$ cat src/rtl/positron_argmax_pkg.sv
// -----------------------------------------------------------------------------
// positron_argmax_pkg
// Shared posit definitions for the classification stage:
//   - positron_argmax_state_t : FSM state encoding of the argmax stage
//   - posit_nar(width)        : NaR pattern (MSB set, all other bits zero)
// -----------------------------------------------------------------------------
package positron_argmax_pkg;

    // Widest posit the helper function can describe.
    localparam int POSIT_MAX_WIDTH = 64;

    typedef enum logic [1:0] {
        IDLE = 2'd0,
        ACC  = 2'd1,
        OUT  = 2'd2
    } positron_argmax_state_t;

    // NaR is a single 1 in the sign position followed by zeros; callers cast
    // the result down to their own posit width.
    function automatic logic [POSIT_MAX_WIDTH-1:0] posit_nar(input int width);
        return POSIT_MAX_WIDTH'(1) << (width - 1);
    endfunction

endpackage

$ cat src/rtl/positron_argmax_posit_gt.sv
// -----------------------------------------------------------------------------
// posit_gt
// Combinational exact posit comparison. Posits order like two's-complement
// integers, so a signed compare is exact and NaR sorts as the minimum.
// Ports:
//   a, b    : posits to compare
//   a_gt_b  : 1 when a is strictly greater than b
// -----------------------------------------------------------------------------
module posit_gt #(
    parameter int POSIT_WIDTH = 16
) (
    input  logic [POSIT_WIDTH-1:0] a,
    input  logic [POSIT_WIDTH-1:0] b,
    output logic                   a_gt_b
);

    assign a_gt_b = $signed(a) > $signed(b);

endmodule

$ cat src/rtl/positron_argmax.sv
// -----------------------------------------------------------------------------
// positron_argmax
// Output-classification stage: consumes one window of NB_POSITRON posits
// framed by sow/eow, tracks the running maximum and emits a single-beat
// result with the winning neuron index, its value, a NaR flag and a
// window-length error flag.
//
// State table
//   state | meaning
//   IDLE  | waiting for a beat with sow_i; other beats are dropped
//   ACC   | accumulating the window, tracking max / index / count / NaR
//   OUT   | result presented on rts_o, held until rtr_i
//
// Ports:
//   clk, rst_n          : clock, asynchronous active-low reset
//   rtr_o               : ready to receive (upstream handshake)
//   rts_i, sow_i, eow_i : upstream valid and window framing
//   posit_i             : neuron output posit
//   rtr_i               : downstream ready
//   rts_o, sow_o, eow_o : result valid; sow/eow mark the single-beat result
//   class_o, posit_o    : index and value of the maximum
//   nar_o               : at least one NaR seen in the window
//   len_err_o           : window length differed from NB_POSITRON
// -----------------------------------------------------------------------------
module positron_argmax
    import positron_argmax_pkg::*;
#(
    parameter  int NB_POSITRON = 20,
    parameter  int POSIT_WIDTH = 16,
    parameter  int POSIT_ES    = 0,
    localparam int IDX_WIDTH   = $clog2(NB_POSITRON)
) (
    input  logic                   clk,
    input  logic                   rst_n,

    output logic                   rtr_o,
    input  logic                   rts_i,
    input  logic                   sow_i,
    input  logic                   eow_i,
    input  logic [POSIT_WIDTH-1:0] posit_i,

    input  logic                   rtr_i,
    output logic                   rts_o,
    output logic                   sow_o,
    output logic                   eow_o,
    output logic [IDX_WIDTH-1:0]   class_o,
    output logic [POSIT_WIDTH-1:0] posit_o,
    output logic                   nar_o,
    output logic                   len_err_o
);

    localparam int                    CNT_WIDTH = IDX_WIDTH + 1;
    localparam logic [CNT_WIDTH-1:0]  CNT_FULL  = CNT_WIDTH'(NB_POSITRON);
    localparam logic [POSIT_WIDTH-1:0] NAR      = POSIT_WIDTH'(posit_nar(POSIT_WIDTH));

    if (NB_POSITRON < 2) begin : g_bad_nb
        $error("positron_argmax: NB_POSITRON must be at least 2");
    end
    if (POSIT_ES < 0) begin : g_bad_es
        $error("positron_argmax: POSIT_ES must be non-negative");
    end

    positron_argmax_state_t r_state;
    positron_argmax_state_t w_state_nxt;

    logic                   r_rdy;
    logic [POSIT_WIDTH-1:0] r_max;
    logic [IDX_WIDTH-1:0]   r_idx;
    logic [CNT_WIDTH-1:0]   r_cnt;
    logic                   r_nar;
    logic                   r_len_err;

    logic                   w_in_xfer;
    logic                   w_out_xfer;
    logic                   w_is_nar;
    logic                   w_gt;
    logic [CNT_WIDTH-1:0]   w_cnt_inc;
    logic                   w_load;
    logic                   w_acc;
    logic                   w_close;
    logic                   w_len_err_nxt;

    posit_gt #(
        .POSIT_WIDTH (POSIT_WIDTH)
    ) u_posit_gt (
        .a      (posit_i),
        .b      (r_max),
        .a_gt_b (w_gt)
    );

    // r_rdy keeps rtr_o low while reset is held and for nothing else; it
    // rises on the first clock after release. rtr_o depends only on state,
    // so there is no path from rtr_i.
    assign rtr_o      = r_rdy & (r_state != OUT);
    assign w_in_xfer  = rts_i & rtr_o;
    assign w_out_xfer = rts_o & rtr_i;
    assign w_is_nar   = (posit_i == NAR);
    assign w_cnt_inc  = (r_cnt == CNT_FULL) ? r_cnt : r_cnt + CNT_WIDTH'(1);

    always_ff @(posedge clk or negedge rst_n) begin
        if (!rst_n) begin
            r_state <= IDLE;
            r_rdy   <= 1'b0;
        end else begin
            r_state <= w_state_nxt;
            r_rdy   <= 1'b1;
        end
    end

    always_comb begin
        w_state_nxt   = r_state;
        w_load        = 1'b0;
        w_acc         = 1'b0;
        w_close       = 1'b0;
        w_len_err_nxt = 1'b0;
        case (r_state)
            IDLE: begin
                if (w_in_xfer && sow_i) begin
                    w_load = 1'b1;
                    if (eow_i) begin
                        // One-element window: always a length error.
                        w_close       = 1'b1;
                        w_len_err_nxt = 1'b1;
                        w_state_nxt   = OUT;
                    end else begin
                        w_state_nxt = ACC;
                    end
                end
            end
            ACC: begin
                if (w_in_xfer) begin
                    if (sow_i) begin
                        // Restart: the partial window is discarded.
                        w_load = 1'b1;
                        if (eow_i) begin
                            w_close       = 1'b1;
                            w_len_err_nxt = 1'b1;
                            w_state_nxt   = OUT;
                        end
                    end else begin
                        w_acc = 1'b1;
                        if (eow_i || (w_cnt_inc == CNT_FULL)) begin
                            // Closing on a full count without eow_i is also
                            // flagged; the trailing beats get dropped in IDLE.
                            w_close       = 1'b1;
                            w_len_err_nxt = !eow_i || (w_cnt_inc != CNT_FULL);
                            w_state_nxt   = OUT;
                        end
                    end
                end
            end
            OUT: begin
                if (w_out_xfer) begin
                    w_state_nxt = IDLE;
                end
            end
            default: begin
                w_state_nxt = IDLE;
            end
        endcase
    end

    always_ff @(posedge clk or negedge rst_n) begin
        if (!rst_n) begin
            r_max     <= '0;
            r_idx     <= '0;
            r_cnt     <= '0;
            r_nar     <= 1'b0;
            r_len_err <= 1'b0;
        end else begin
            if (w_load) begin
                r_max <= posit_i;
                r_idx <= '0;
                r_cnt <= CNT_WIDTH'(1);
                r_nar <= w_is_nar;
            end else if (w_acc) begin
                // Strict greater-than: ties keep the earliest index.
                if (w_gt) begin
                    r_max <= posit_i;
                    r_idx <= r_cnt[IDX_WIDTH-1:0];
                end
                r_cnt <= w_cnt_inc;
                r_nar <= r_nar | w_is_nar;
            end

            if (w_close) begin
                r_len_err <= w_len_err_nxt;
            end else if (w_load) begin
                r_len_err <= 1'b0;
            end
        end
    end

    assign rts_o     = (r_state == OUT);
    assign sow_o     = rts_o;
    assign eow_o     = rts_o;
    assign class_o   = r_idx;
    assign posit_o   = r_max;
    assign nar_o     = r_nar;
    assign len_err_o = r_len_err;

endmodule

$ cat config.mk
export PLATFORM = sky130hd
export DESIGN_NAME = positron_argmax
export DESIGN_NICKNAME = d
export VERILOG_FILES = /design/src/rtl/positron_argmax_pkg.sv /design/src/rtl/positron_argmax_posit_gt.sv /design/src/rtl/positron_argmax.sv
export SDC_FILE = /design/constraint.sdc
export NUM_CORES = 1
export LEC_CHECK = 0
export BUFFER_PORTS_ARGS = -buffer_cell sky130_fd_sc_hd__buf_2
export CAP_MARGIN = 20
export CORE_MARGIN = 1
export CORE_UTILIZATION = 53
export CTS_BUF_LIST = sky130_fd_sc_hd__clkbuf_16
export CTS_CLUSTER_SIZE = 24
export DETAILED_ROUTE_END_ITERATION = 6
export HOLD_SLACK_MARGIN = 0.08
export PLACE_DENSITY = 0.9
export RECOVER_POWER = 50
export REMOVE_ABC_BUFFERS = 1
export SYNTH_ARGS = -nofsm -noshare
export SYNTH_HDL_FRONTEND = slang
export SYNTH_HIERARCHICAL = 1
export SYNTH_SLANG_ARGS = --single-unit
$ cat constraint.sdc
create_clock -name clk -period 3.6 [get_ports clk]
set_clock_uncertainty 0.1 [all_clocks]
set_input_delay 0.18 -clock clk [delete_from_list [all_inputs] [get_ports clk]]
set_output_delay 0.18 -clock clk [all_outputs]
set_load 0.01 [all_outputs]
### Word level (Yosys, flattened, before mapping)

Index checks and enable logic that the tools add are counted.

| cells by class | value |
|---|---|
| order comparisons | 1 |
| add/subtract/negate cells | 1 |
| muxes and demuxes | 38 |
| reduce and logical (&&, ||, !) cells | 10 |
| equality and inequality tests | 12 |
| bitwise logic cells | 4 |

Operators by type and width:

| cell | number |
|---|---|
| $mux W16 | 3 |
| $mux W1 | 18 |
| $mux W6 | 3 |
| $eq A16 B16 Y1 const B | 1 |
| $gt A16 B16 Y1 | 1 |
| $mux W5 | 3 |
| $mux W2 | 7 |
| $eq A6 B5 Y1 const B | 2 |
| $add A6 B1 Y6 const B | 1 |
| $ne A2 B2 Y1 const B | 3 |
| $ne A3 B3 Y1 const B | 2 |
| $ne A6 B5 Y1 const B | 1 |
| $pmux W1 S2 | 3 |
| $pmux W2 S3 | 1 |
| $reduce_bool A2 Y1 | 3 |
| $reduce_and A5 Y1 | 1 |
| $and A1 B1 Y1 | 3 |
| $eq A2 B1 Y1 const B | 1 |
| $eq A2 B2 Y1 const B | 1 |
| $logic_not A2 Y1 | 1 |
| $logic_or A1 B1 Y1 | 2 |
| $ne A2 B1 Y1 const B | 1 |
| $reduce_and A2 Y1 | 1 |
| $logic_and A1 B1 Y1 | 1 |
| other kinds (2) | 2 |

| storage, ports and cells | value |
|---|---|
| word-level logic and storage cells | 73 |
| input bits | 22 |
| flip-flop bits (word level) | 32 |
| output and inout port bits | 27 |

### Longest topological paths before layout

| logic depth | value |
|---|---|
| depth in word-level cells | 9 |
| depth in mapped cells | 11 |
| gate-level depth less buffers | 11 |

### Cells and area by module

The synthesis kept the hierarchy.

Modules (own cells, without submodules):

| module | area an instance (µm²) | cells each | seq. area each (µm²) | times used |
|---|---|---|---|---|
| positron_argmax | 1600.3 | 148 | 800.8 | 1 |
| posit_gt | 416.6 | 58 | 0.0 | 1 |

### Worst setup path before layout

Ideal clock, no wire load.

| timing | value |
|---|---|
| kind | register to register |
| start point | register r_max[1], in the netlist posit_o[1] |
| end point | register r_max[12], in the netlist posit_o[12] |
| stages on the path, launching flop included | 11 |
| required time | 3.375 ns |
| path slack | 1.017 ns |
| arrival time | 2.358 ns |
| path buffers | 1 |
| cells stage by stage | dfrtp_1 > inv_1 > ha_1 > nor2b_1 > o211ai_1 > a2111o_1 > a31oi_1 > nand2_2 > a21oi_4 > buf_4 > mux2_2 |

| between the ends | value |
|---|---|
| word-level cells in the longest chain between the ends | 3 |

Ends and longest elaborated chain:

| what | line | text |
|---|---|---|
| start: declaration | positron_argmax.sv:67 | `logic [POSIT_WIDTH-1:0] r_max;` |
| start signal: assignment | positron_argmax.sv:172 | `r_max <= posit_i;` |
| start signal: assignment | positron_argmax.sv:179 | `r_max <= posit_i;` |
| $gt A16 B16 Y1 | positron_argmax_posit_gt.sv:17 | `assign a_gt_b = $signed(a) > $signed(b);` |
| named net w_gt | positron_argmax.sv:76 | `logic w_gt;` |
| $reduce_bool A2 Y1 (no line) | - |  |
| $reduce_and A2 Y1 (no line) | - |  |

The timed path passes the listed nets, and every way through them passes these cells.
A chain may end at the register's enable or synchronous reset.

### Worst setup path in the final report

| timing | value |
|---|---|
| start point | input posit_i[7] |
| end point | register r_max[1], in the netlist posit_o[1] |

| between the ends | value |
|---|---|
| word-level cells in the longest chain between the ends | 3 |

Ends and longest elaborated chain:

| what | line | text |
|---|---|---|
| start: declaration | positron_argmax.sv:40 | `input logic [POSIT_WIDTH-1:0] posit_i,` |
| $gt A16 B16 Y1 | positron_argmax_posit_gt.sv:17 |  |
| named net w_gt | positron_argmax.sv:76 |  |
| $reduce_bool A2 Y1 (no line) | - |  |
| $reduce_and A2 Y1 (no line) | - |  |

The timed path passes the listed nets, and every way through them passes these cells.

==> results by group <==
Run status
  – Status: finished with violations
  – Failing checks: capacitance limit, slew limit

Route
  – First drt pass iteration count: 4
  – Routed vias: 1727
  – Initial DRC Count: 62
  – Final wirelength: 4470 um
  – Routed Antenna Nets: 0
  – Wire per inst: 14.4 um
  – Vias per std cell: 5.57
  – DRC Markers: 0

Clock network
  – H-Tree Depth: 2
  – Cts repair resizes: 0
  – Inserted Clock Buffers: 5
  – Clk slew on worst S/H paths: 0.05 ns
  – CTS tree: done
  – Clock Path Buffers: 2
  – Sinks on Clock Net: 32
  – Clock root buffer master: clkbuf_16
  – Worst-Skew Late Latency: 0.27 ns

Logic synthesis
  – Asr flop ratio synth: 100%
  – Synth warn: 6
  – Post-synth top area share: 39.7%
  – Cells after synthesis: 206
  – Post-Syn Area: 2020 um^2
  – Sequential-to-total area share from yosys stat: 39.7%
  – Number of synthesized flops with an enable pin: 0
  – Synth Register Bits: 32
  – Top cell type by total area after synthesis: dfrtp_1
  – Netlist cell types: 47
  – Synth Flop Type: dfrtp_1
  – Syn_area_per_cell: 9.79 um^2
  – Area contributors post-synth: dfrtp_1 (40%), ha_1 (12%), mux2_2 (5.0%), o21ai_0 (4.5%), inv_1 (4.3%)

Critical path
  – Crit path kind: primary input to register
  – CP max-delay cell: dlygate4sd3_1
  – Critical path peak fanout: 16
  – CP required: 3.65 ns
  – Crit. End Element: register
  – CP startpoint kind: primary input
  – Crit path from: posit_i[7]
  – Worst path max stage delay: 0.54 ns
  – Worst path arrival time: 2.98 ns
  – R2R Path Start: posit_o[1]
  – R2R depth: 9
  – Crit path cell chain: dlygate4sd3_1, buf_2, ha_1, nand4_1, a2111o_1, a31oi_1, nand2_2, a21oi_4, mux2_2

Hold path
  – Hold Startpoint: posit_i[3]
  – Worst Hold Depth: 2
  – Hold Crit Class: primary input to register

Timing
  – Final TNS setup: 0 ns
  – Final critical-path required period: 2.92 ns
  – Slew Limit Fails: 33
  – FMAX: 342 MHz
  – # setup viols final: 0
  – Unrepaired setup endpoints after global routing: false
  – Slew HR: -14.7%
  – Final Cycle Share: 81.2%
  – Worst-margin pin slew: 1.72 ns
  – Final hold vios: 0

Placed design
  – Routability congestion estimate from global placement: 0.916
  – HPWL after DPL: 3210 um
  – DP Cell Count: 296
  – IO buf count: 48

Power
  – LEAKAGE: 1.14 nW
  – Worst vdd ir: 0.325 mV
  – PwrDens: 530 nW/um^2

Die
  – Num ports: 49
  – Rows: 22
  – Initial core utilization: 55.1%
  – Die area: 4060 um^2
  – Core area: 3660 um^2
  – Die H: 63.7 um
  – Die width: 63.7 um

Final layout
  – Synthesis-to-finish area growth: 21.6%
  – Post-route insts no fill: 310
  – # diodes: 0
  – NumNets Final: 303
  – # fillers: 300
  – Layout cells sized above 1: 17.9%

GRT
  – Antenna violations before repair: 0
  – Largest net degree at the start of global routing: 33
  – Vias in the first global route: 1651
  – Total congestion overflow: 0
  – Global Route Usage Sum: 25.1%
  – First-pass GRT wire length: 7690 um

Job
  – Max-Cap Viols: 1
## synth_stat cells (all sizes together), types with 2 or more instances
| master | n |
|---|---|
| nand4 | 6 |
| clkbuf | 3 |
| and2 | 2 |
| mux2i | 2 |
| a22oi | 5 |
| or4 | 3 |
| o211ai | 2 |
| dfrtp | 32 |
| nand3 | 2 |
| nor2 | 10 |
| nor4 | 3 |
| o21ai | 18 |
| a21oi | 14 |
| buf | 3 |
| inv | 24 |
| nand2 | 16 |
| o21a | 2 |
| ha | 19 |
| mux2 | 16 |
| a2bb2oi | 2 |
| nand2b | 2 |
## per-layer routing
layer | track usage, % | wire length, um
met4 | 10.8 | 81
met2 | 39.5 | 2170
met3 | 4.89 | 201
met5 | 0 | 0
met1 | 33.4 | 2020
## power by group
part           internal (mW)  switching [mW]
logic                  0.180           0.226
registers              0.439          0.0690
clock network          0.248           0.138
## through the flow
| stage | power [mW] | worst slack, ns | instance area (um^2) | util, % | hold slack (ns) |
|---|---|---|---|---|---|
| detailed placement | 0.924 | 0.857 | 2280 | 62.2 | 0.171 |
| CTS | 1.32 | 0.702 | 2480 | 67.8 | 0.0806 |
| global route | 1.39 | 0.589 | 2450 | 67.0 | 0.0867 |
| floorplan | 0.764 | 1.03 | 1970 | - | -0.216 |
| finish | 1.30 | 0.676 | 2450 | 67.0 | 0.0844 |
| global placement | 0.906 | 0.915 | 2280 | 62.2 | 0.172 |
## layout by cell type (no fill, tap or decap), drive strengths merged, types with 2 or more instances in the layout
cell | netlist | final
and2 | 2 | 2
o211ai | 2 | 2
mux2 | 16 | 16
buf | 3 | 25
mux2i | 2 | 2
nand2 | 16 | 16
nand3 | 2 | 2
nor2 | 10 | 10
or4 | 3 | 3
clkbuf | 3 | 29
a2bb2oi | 2 | 2
inv | 24 | 25
dlygate4sd3 | 0 | 7
o21a | 2 | 2
a21oi | 14 | 14
nor4 | 3 | 3
dfrtp | 32 | 32
nand2b | 2 | 2
o21ai | 18 | 18
nand4 | 6 | 6
a22oi | 5 | 5
ha | 19 | 19
## worst paths after layout
path                          endpoint  slack (ns)
min in group asynchronous  posit_o[13]        0.82
hold reg to reg             r_state[0]        0.34
max in group asynchronous     r_cnt[0]        1.59
hold / removal              posit_o[3]        0.08
setup / recovery            posit_o[1]        0.68
setup reg to reg            posit_o[1]        0.85
## what timing repair did
action,CTS,global route
endpoints found under the hold margin,38,0
buffers inserted,0,0
hold buffers,7,0
## flip-flops by register name (all words and copies together), names as in the netlist
signal / cells
class_o: 5
len_err_o: 1
nar_o: 1
posit_o: 16
r_cnt: 6
r_rdy: 1
r_state: 2
## cells by family after synthesis
group	Yosys count	share of synthesized area, %
AO/OA/AOI/OAI	54	17.4
XOR/XNOR	1	0.434
adder cells (fa/ha/maj)	19	11.8
buffers and inverters	31	6.76
flip-flops	32	39.7
multiplexers	18	9.93
other	1	0.186
AND/OR/NAND/NOR	50	13.8
## area by class of cell
type                            instances  area [um^2]  area share (%)
Inverter                               24         90.1            3.67
Clock buffer                            5          125            5.10
Clock inverter                          2         8.76           0.357
Tap cell                               48         60.1            2.45
Timing Repair Buffer                   56          288            11.7
Sequential cell                        32          801            32.7
Multi-Input combinational cell        143         1080            44.0
## critical path: cells and delay by family
family	cells	cell delay [ns]
AO/OA/AOI/OAI	3	1.11
adder cells (fa/ha/maj)	1	0.32
buffers and inverters	2	0.68
multiplexers	1	0.40
AND/OR/NAND/NOR	2	0.29
Power figures use the tool's default switching activity.
